`config.mk`:
```
export PLATFORM = sky130hd
export DESIGN_NAME = mips_bus_master
export DESIGN_NICKNAME = d
export VERILOG_FILES = /design/src/rtl/mips_bus_pkg.sv /design/src/rtl/mips_bus_lane_align.sv /design/src/rtl/mips_bus_master.sv
export SDC_FILE = /design/constraint.sdc
export NUM_CORES = 1
export LEC_CHECK = 0
export ABC_AREA = 0
export ABC_CLOCK_PERIOD_IN_PS = 2650
export CORE_MARGIN = 3
export CORE_UTILIZATION = 43
export CTS_CLUSTER_SIZE = 25
export DETAILED_ROUTE_END_ITERATION = 6
export HOLD_SLACK_MARGIN = 0.02
export PLACE_DENSITY_LB_ADDON = 0.3
export SLEW_MARGIN = 15
export SYNTH_ARGS = -nofsm -noshare
export SYNTH_HDL_FRONTEND = slang
export SYNTH_SLANG_ARGS = --single-unit
```
`constraint.sdc`:
```
create_clock -name clk -period 2.65 [get_ports clk]
set_input_delay 0.53 -clock clk [delete_from_list [all_inputs] [get_ports clk]]
set_output_delay 0.53 -clock clk [all_outputs]
set_load 0.05 [all_outputs]
```
`src/rtl/mips_bus_pkg.sv`:
```
// Shared types and constants for the MIPS waitrequest-style bus master.
package mips_bus_pkg;

   typedef enum logic [1:0] {
      SIZE_BYTE = 2'd0,
      SIZE_HALF = 2'd1,
      SIZE_WORD = 2'd2
   } size_t;

   typedef enum logic [1:0] {
      BS_IDLE     = 2'd0,
      BS_BUS      = 2'd1,
      BS_RDATA    = 2'd2,
      BS_RESP_ERR = 2'd3
   } bus_state_t;

   localparam logic [31:0] RAM_BASE = 32'hBFC00000;

endpackage

```
`src/rtl/mips_bus_lane_align.sv`:
```
// Combinational byte-lane mapping: byteenable/writedata for stores, shift and
// extension for loads, and legality of the size/offset pair.
module mips_bus_lane_align (
   input  logic [1:0]  size,
   input  logic [1:0]  lo,
   input  logic        sign_ext,
   input  logic [31:0] wdata,
   input  logic [31:0] rdata_raw,
   output logic [3:0]  byteenable,
   output logic [31:0] writedata,
   output logic [31:0] rdata_fmt,
   output logic        misaligned
);
   import mips_bus_pkg::*;

   logic [31:0] shifted;

   assign shifted = rdata_raw >> {lo, 3'b000};

   always_comb begin
      byteenable = 4'b0000;
      writedata  = 32'h0;
      rdata_fmt  = 32'h0;
      misaligned = 1'b0;
      case (size)
         SIZE_BYTE: begin
            byteenable = 4'b0001 << lo;
            writedata  = {4{wdata[7:0]}};
            rdata_fmt  = sign_ext ? {{24{shifted[7]}}, shifted[7:0]} : {24'h0, shifted[7:0]};
         end
         SIZE_HALF: begin
            byteenable = lo[1] ? 4'b1100 : 4'b0011;
            writedata  = {2{wdata[15:0]}};
            rdata_fmt  = sign_ext ? {{16{shifted[15]}}, shifted[15:0]} : {16'h0, shifted[15:0]};
            misaligned = lo[0];
         end
         SIZE_WORD: begin
            byteenable = 4'b1111;
            writedata  = wdata;
            rdata_fmt  = shifted;
            misaligned = |lo;
         end
         default: misaligned = 1'b1;
      endcase
   end

endmodule

```
`src/rtl/mips_bus_master.sv`:
```
// CPU-side initiator for the waitrequest memory bus: one load/store at a time.
// Optional stall abort is enabled by defining MIPS_BUS_MASTER_TIMEOUT_EN.
module mips_bus_master #(
   parameter int TIMEOUT_CYCLES = 1024
) (
   input  logic        clk,
   input  logic        reset_n,
   input  logic        req_valid,
   output logic        req_ready,
   input  logic        req_write,
   input  logic [1:0]  req_size,
   input  logic        req_signed,
   input  logic [31:0] req_addr,
   input  logic [31:0] req_wdata,
   output logic        resp_valid,
   output logic [31:0] resp_rdata,
   output logic        resp_err,
   output logic [31:0] address,
   output logic        read,
   output logic        write,
   output logic [3:0]  byteenable,
   output logic [31:0] writedata,
   input  logic        waitrequest,
   input  logic [31:0] readdata
);
   import mips_bus_pkg::*;

   // state      | meaning
   // S_IDLE     | ready for a CPU request
   // S_BUS      | command on the bus, held until waitrequest is low
   // S_RDATA    | readdata valid, format and respond
   // S_RESP_ERR | error response cycle
   localparam logic [1:0] S_IDLE     = BS_IDLE;
   localparam logic [1:0] S_BUS      = BS_BUS;
   localparam logic [1:0] S_RDATA    = BS_RDATA;
   localparam logic [1:0] S_RESP_ERR = BS_RESP_ERR;

   logic [1:0]  state;
   logic [1:0]  lat_size;
   logic [1:0]  lat_lo;
   logic        lat_signed;
   logic [1:0]  al_size;
   logic [1:0]  al_lo;
   logic        al_signed;
   logic [3:0]  al_be;
   logic [31:0] al_wdata;
   logic [31:0] al_rdata;
   logic        al_misaligned;
   logic        timeout_hit;

   assign req_ready = (state == S_IDLE);

   // In IDLE the aligner sees the live request; afterwards the latched copy.
   assign al_size   = (state == S_IDLE) ? req_size      : lat_size;
   assign al_lo     = (state == S_IDLE) ? req_addr[1:0] : lat_lo;
   assign al_signed = (state == S_IDLE) ? req_signed    : lat_signed;

   mips_bus_lane_align u_align (
      .size       (al_size),
      .lo         (al_lo),
      .sign_ext   (al_signed),
      .wdata      (req_wdata),
      .rdata_raw  (readdata),
      .byteenable (al_be),
      .writedata  (al_wdata),
      .rdata_fmt  (al_rdata),
      .misaligned (al_misaligned)
   );

`ifdef MIPS_BUS_MASTER_TIMEOUT_EN
   localparam int TO_W = $clog2(TIMEOUT_CYCLES + 1);
   logic [TO_W-1:0] stall_cnt;

   always_ff @(posedge clk) begin
      if (!reset_n)
         stall_cnt <= '0;
      else if (state != S_BUS)
         stall_cnt <= '0;
      else if (waitrequest)
         stall_cnt <= stall_cnt + TO_W'(1);
   end

   assign timeout_hit = (state == S_BUS) && waitrequest &&
                        (stall_cnt == TO_W'(TIMEOUT_CYCLES - 1));
`else
   assign timeout_hit = 1'b0;
`endif

   always_ff @(posedge clk) begin
      if (!reset_n) begin
         state      <= S_IDLE;
         lat_size   <= 2'b00;
         lat_lo     <= 2'b00;
         lat_signed <= 1'b0;
         address    <= 32'h0;
         read       <= 1'b0;
         write      <= 1'b0;
         byteenable <= 4'b0000;
         writedata  <= 32'h0;
         resp_valid <= 1'b0;
         resp_err   <= 1'b0;
         resp_rdata <= 32'h0;
      end else begin
         resp_valid <= 1'b0;
         resp_err   <= 1'b0;
         resp_rdata <= 32'h0;
         case (state)
            S_IDLE: begin
               if (req_valid) begin
                  lat_size   <= req_size;
                  lat_lo     <= req_addr[1:0];
                  lat_signed <= req_signed;
                  if (al_misaligned) begin
                     state      <= S_RESP_ERR;
                     resp_valid <= 1'b1;
                     resp_err   <= 1'b1;
                  end else begin
                     state      <= S_BUS;
                     address    <= {req_addr[31:2], 2'b00};
                     read       <= ~req_write;
                     write      <= req_write;
                     byteenable <= al_be;
                     writedata  <= al_wdata;
                  end
               end
            end
            S_BUS: begin
               if (!waitrequest) begin
                  read  <= 1'b0;
                  write <= 1'b0;
                  if (write) begin
                     resp_valid <= 1'b1;
                     state      <= S_IDLE;
                  end else begin
                     state <= S_RDATA;
                  end
               end else if (timeout_hit) begin
                  read       <= 1'b0;
                  write      <= 1'b0;
                  resp_valid <= 1'b1;
                  resp_err   <= 1'b1;
                  state      <= S_RESP_ERR;
               end
            end
            S_RDATA: begin
               resp_valid <= 1'b1;
               resp_rdata <= al_rdata;
               state      <= S_IDLE;
            end
            default: state <= S_IDLE;
         endcase
      end
   end

endmodule

```
---- Yosys cells after proc, flatten, opt, wreduce, memory -nomap -nowiden ----
Cells that the tools add are included.
operators by class
  add/sub/neg operators ................... 0
  $mul .................................... 0
  divide/modulo/power cells ............... 0
  $lt $le $gt $ge ......................... 0
  eq/ne operators ......................... 7
  shift operators ......................... 2
  muxes and demuxes ....................... 27
  bitwise operators ....................... 2
  reduce and logical (&&, ||, !) cells .... 10
operators by type and width
  cell                                                 count
  case mux 32 bit (3 select lines)                     2
  two-way mux 32 bit                                   2
  >> shifter 32 x 5 -> 32 bit                          1
  two-way mux 2 bit                                    6
  case mux 4 bit (3 select lines)                      1
  two-way mux 1 bit                                    10
  AND reduction 2 bit                                  4
  inequality test 2 bit, second input constant         3
  case mux 1 bit (3 select lines)                      2
  equality test 2 x 1 -> 1 bit, second input constant  2
  equality test 2 bit, second input constant           2
  logical NOT 2 bit                                    2
  two-way mux 4 bit                                    1
  case mux 1 bit (2 select lines)                      2
  case mux 2 bit (2 select lines)                      1
  AND reduction 4 bit                                  1
  left shift 1 x 2 -> 4 bit, first input constant      1
  AND reduction 3 bit                                  1
  NOT 1 bit                                            2
  nonzero test 2 bit                                   1
  OR reduction 2 bit                                   1
storage, ports and cells
  flip-flop bits (word level) ............. 109
  bits in latches ......................... 0
  RAM bits ................................ 0
  memory bits (read-only) ................. 0
  bits of input ports ..................... 104
  output and inout bits ................... 105
  word-level logic and storage cells ...... 60
  memories kept ........................... 0

---- Depth between registers and ports, before layout ----
  depth in word-level cells ............... 7
  depth in mapped cells ................... 10
  gate-level depth less buffers ........... 6

---- Hierarchy ----
Synthesis repeated with hierarchy kept, for this count alone.
unflattened totals
  cell total of the unflattened synthesis .. 615
  area total of the unflattened synthesis .. 5367.6 µm²
by module, submodules not included
  module               instances  cells an instance  area each (µm²)  sequential area each (µm²)
  mips_bus_master      1          407                3844.9           2182.1
  mips_bus_lane_align  1          208                1522.7           0.0

---- Worst setup path after synthesis ----
No wires, ideal clock.
  path type ............................... input -> register
  from .................................... input port req_size[1]
  to ...................................... register writedata[31]
  library setup time ...................... 129 ps
  arrival ................................. 2038 ps
  data required time ...................... 2521 ps
  setup slack ............................. 483 ps
  stages on the path ...................... 6
  path buffers ............................ 1
  cell sequence ........................... clkbuf_1 -> or4b_2 -> o21ai_2 -> nand3_2 -> a222oi_1 -> a21oi_1
between the ends
  cells in the longest elaborated chain, start to end .. 5
  elaborated cells on any way between the ends .. 8
  classes of those cells .................. eq/ne (2); mux (3); bitwise (1); reduce/logical (2)
RTL lines
  item                                         line                       source
  start: declaration                           mips_bus_master.sv:11      input logic [1:0] req_size,
  two-way mux 2 bit *                          mips_bus_master.sv:54      assign al_size = (state == S_IDLE) ? req_size : lat_size;
  equality test 2 bit (tied with other cells)  mips_bus_lane_align.sv:25  case (size)
  case mux 1 bit (3 select lines)              mips_bus_lane_align.sv:25
  NOT 1 bit (no line)                          -
  AND reduction 3 bit (no line)                -
  end signal: assignment                       mips_bus_master.sv:123     writedata <= al_wdata;
  end: declaration                             mips_bus_master.sv:22      output logic [31:0] writedata,
Mark *: on every way between the ends. The rest lies on a longest branch, timed or not.
A chain may end at the register's enable or synchronous reset.

---- Worst setup path after layout ----
  from .................................... input port req_addr[0]
  to ...................................... register read
between the ends
  cells in the longest elaborated chain, start to end .. 5
RTL lines
  item                               line                       source
  start: declaration                 mips_bus_master.sv:13      input logic [31:0] req_addr,
  two-way mux 2 bit *                mips_bus_master.sv:55      assign al_lo = (state == S_IDLE) ? req_addr[1:0] : lat_lo;
  OR reduction 2 bit                 mips_bus_lane_align.sv:41  misaligned = |lo;
  case mux 1 bit (3 select lines) *  mips_bus_lane_align.sv:25
  inequality test 2 bit (no line) *  -
  AND reduction 4 bit (no line) *    -
  end signal: assignment             mips_bus_master.sv:120     read <= ~req_write;
  end: declaration                   mips_bus_master.sv:19      output logic read,
Marks and branches as above.

==> results.md <==
* Post-synthesis sequential area ratio at 43.5%
* Starting Density at 45.1%
* Slowest cell delay on critical path at about 0.51 ns
* Number of global-route vias before repair at 5141
* Share of cells above drive strength 1 at 8.98%
* Worst setup startpoint: req_addr[0]
* Worst R2R Start: state[1]
* Yosys warnings at 0
* Die height at ~110 um
* ANT nets after route at 0
* Worst setup path endpoint: read
* Violated checks: DRC
* Post-Syn Area at 5010 sq um
* Post-synth top area share at 43.5%
* Remaining DRCs at 5
* Die area at between 10000 and 15000 sq um
* Peak VDD IR at 0.000417 V
* WL/cell at 17.6 um
* M2 GR Usage at 41.6%
* Synth area leaders: dfxtp_1 (44%), nand2_1 (8.0%), mux2i_1 (8.0%)
* Min-delay src: lat_signed
* Total CTS buffers at 9
* Clk root buf: clkbuf_16
* Hold crit path type: reg -> reg
* Crit Reg-Reg Endpoint: read
* PwrDens at 662 nW/um^2
* Final max-slew violation count at 0
* CP max-delay cell: clkdlybuf4s50_1
* Clk_lat worst skew at 0.35 ns
* Fraction of registers with async set/reset at 0%
* Port Buf Inserts at 206
* Fmax at 408 MHz
* ANT cells at 0
* Final period utilization at 92.4%
* Tot GR Track Use at 24.6%
* Post-synthesis instance total at 590
* Layout Cells excl Fill at between 900 and 1000
* CTS H-tree depth at 3
* Largest net degree at the start of global routing at 82
* Clock sinks at around 110
* Via count at approximately 5200
* Depth of the most critical reg-to-reg path at 7
* Design internal power at roughly 0.0032 W
* IO Count at 209
* Final nets at 890
* Seq. cell area at 2180 sq um
* Placed Cells at 915
* Gr ovfl total at 0
* FF+latch count, synth at 109
* Clock Skew at 0.00887 ns
* Clk pwr share at 28.5%
* CP Max Fanout at 26
* First DRT Iteration DRCs at approximately 430
* Setup_tns at 0 ns
* Min Tclk post-route at between 2 and 2.5 ns
* Sw frac at 35.9%
* Fill cell count at 916
* CTS tree: done
* DRT Pass-1 Iters at 7
* Final instance area at 7560 sq um
* Most heavily used metal layer in global routing: met2
* Status: complete, but fails checks
* EDFF count, synth at 0
* Row count at 38
* Critical Path RT at 2.92 ns
* Initial antenna violation count at 0
* Met1 GRT Util at 30.6%
* # Max-Cap Violations at 0
* First-pass GRT wire length at 25.9 mm
* Setup slack, reg-to-reg at 0.23 ns
* Routed WL at 16.4 mm
* Tightest Pin Transition at 0.746 ns
* CTS Buffer Depth at 2
* Reg power frac at 37.2%
* Hold slack at 0.458 ns
* Final hold vios at 0
* Sw power at about 0.0018 W
* Placer Congestion at 0.954
* Area of the multi-input gates at 2520 sq um
* Worst-path clk slew at around 0.07 ns
* Dpl hpwl at 12.3 mm
* Max-slew headroom at 50.2%
* # setup viols final at 0
* Area of the core at ~11000 sq um
* Worst Setup Path Type: in -> reg
* Critical path startpoint category: input pin
* Crit. End Element: flop
* Vias/cell at between 5 and 6
* Leakage power at 2.80 nW
* Synth cell types at 57
* Crit path arrival time at 2.72 ns
* Syn avg cell area at 8.50 sq um
* Chip width at around 110 um
* CP Cell Sequence: clkdlybuf4s50_1 > nor3b_1 > nor4_1 > a22o_1 > buf_4 > nand2_1 > o22ai_1
* Most used DFF post-synth: dfxtp_1
* P&R area growth vs syn at 50.7%
* DP Area at 7240 sq um
* Synth area leader: dfxtp_1
* Unrepaired setup endpoints after global routing: no
* Cts-stage hold buffer count at 0
* Met3 Track Usage GR at under 10%
* # Post-CTS Setup Buffers at 0
* Comb pwr share at 34.3%
registers in the layout, indices dropped and copies added, names as in the netlist:
name,flops
resp_rdata,32
writedata,32
address,30
byteenable,4
lat_lo,2
lat_size,2
state,2
lat_signed,1
read,1
resp_err,1
resp_valid,1
write,1
critical path: cells and delay by family:
kind,cells,cell delay [ns]
AND/OR/NAND/NOR,3,0.92
buffers and inverters,2,0.80
AO/OA/AOI/OAI,2,0.46
metrics by stage:
stage | total power (W) | utilization [%] | setup slack, ns
detailed placement | 0.00360 | 65.1 | -0.160
floorplan | 0.00298 | - | 0.483
global route | 0.00521 | 67.9 | 0.0239
finish | 0.00500 | 67.9 | 0.202
global placement | 0.00358 | 65.1 | -0.0814
CTS | 0.00502 | 67.9 | 0.188
per-layer routing:
metal / wire length, um / up-vias
met4: 420 / 0
met1: 6580 / 2440
met2: 8000 / 265
li1: - / 2506
met3: 1380 / 33
met5: 0 / -
kinds of logic (layout without fill, tap and decap cells):
kind of cell	after synthesis	in the layout	share of synthesized area [%]
and+or+nand+nor	199	199	18.2
other	1	2	0.0748
AOI/OAI and AO/OA	172	172	22.8
xor gates and xnor gates	2	2	0.349
buffers and inverters	64	264	6.34
muxes	43	43	8.78
DFF	109	109	43.5
worst min path at each step:
| stage | to | slack, ns | cells after the start |
|---|---|---|---|
| finish | lat_signed | 0.46 | 2 |
| global route | writedata[2] | 0.48 | 2 |
| floorplan | lat_signed | 0.44 | 2 |
| global placement | lat_signed | 0.44 | 2 |
| detailed placement | address[30] | 0.45 | 2 |
| CTS | writedata[26] | 0.46 | 2 |
cell usage in the layout (no fill, tap or decap), types with 9 or more instances in the layout:
| cell | count |
|---|---|
| a21oi_1 | 53 |
| buf_4 | 28 |
| nor3_1 | 23 |
| clkbuf_16 | 9 |
| nor2_1 | 21 |
| a22oi_1 | 16 |
| inv_1 | 10 |
| clkdlybuf4s50_1 | 204 |
| nand3_1 | 10 |
| mux2i_1 | 40 |
| o211ai_1 | 9 |
| o21ai_0 | 32 |
| dfxtp_1 | 109 |
| nand2_1 | 107 |
| a31oi_1 | 17 |
Yosys cell counts, types with 2 or more instances:
library cell / count
dfxtp_1: 109
nand2_1: 107
a21oi_1: 53
mux2i_1: 40
o21ai_0: 32
clkbuf_1: 27
nor3_1: 23
nor2_1: 21
a31oi_1: 17
a22oi_1: 16
buf_2: 14
inv_1: 10
nand3_1: 10
o211ai_1: 9
a211oi_2: 8
a222oi_1: 8
nand4_1: 8
a211oi_1: 7
and3_1: 7
buf_6: 7
nand2b_1: 5
o21a_1: 4
and2_1: 3
o221a_1: 3
a221o_1: 2
buf_1: 2
buf_4: 2
nand3b_1: 2
nor3b_1: 2
o21ai_1: 2
o22ai_1: 2
or4b_2: 2
xnor2_1: 2
layout make-up:
type                    instances  share of cell area [%]
well taps                     140                    2.32
inverters                      12                   0.596
repair buffers                236                    30.7
multi-input cells             418                    33.4
flip-flops and latches        109                    28.9
clock inverters                 6                    1.01
clock buffers                  10                    3.16
power by group through the flow:
stage	clock network (W)	logic (W)	registers [W]
floorplan	0	0.000634	0.00235
global placement	0	0.00169	0.00190
detailed placement	0	0.00171	0.00190
CTS	0.00145	0.00171	0.00186
global route	0.00151	0.00182	0.00188
finish	0.00142	0.00172	0.00186
timing repair:
action / CTS / global route
setup endpoints to repair: 0 / 1
hold endpoints to repair: 0 / 0
gates resized for setup: 0 / 1
Note: power is estimated with default switching activity, not from simulation.
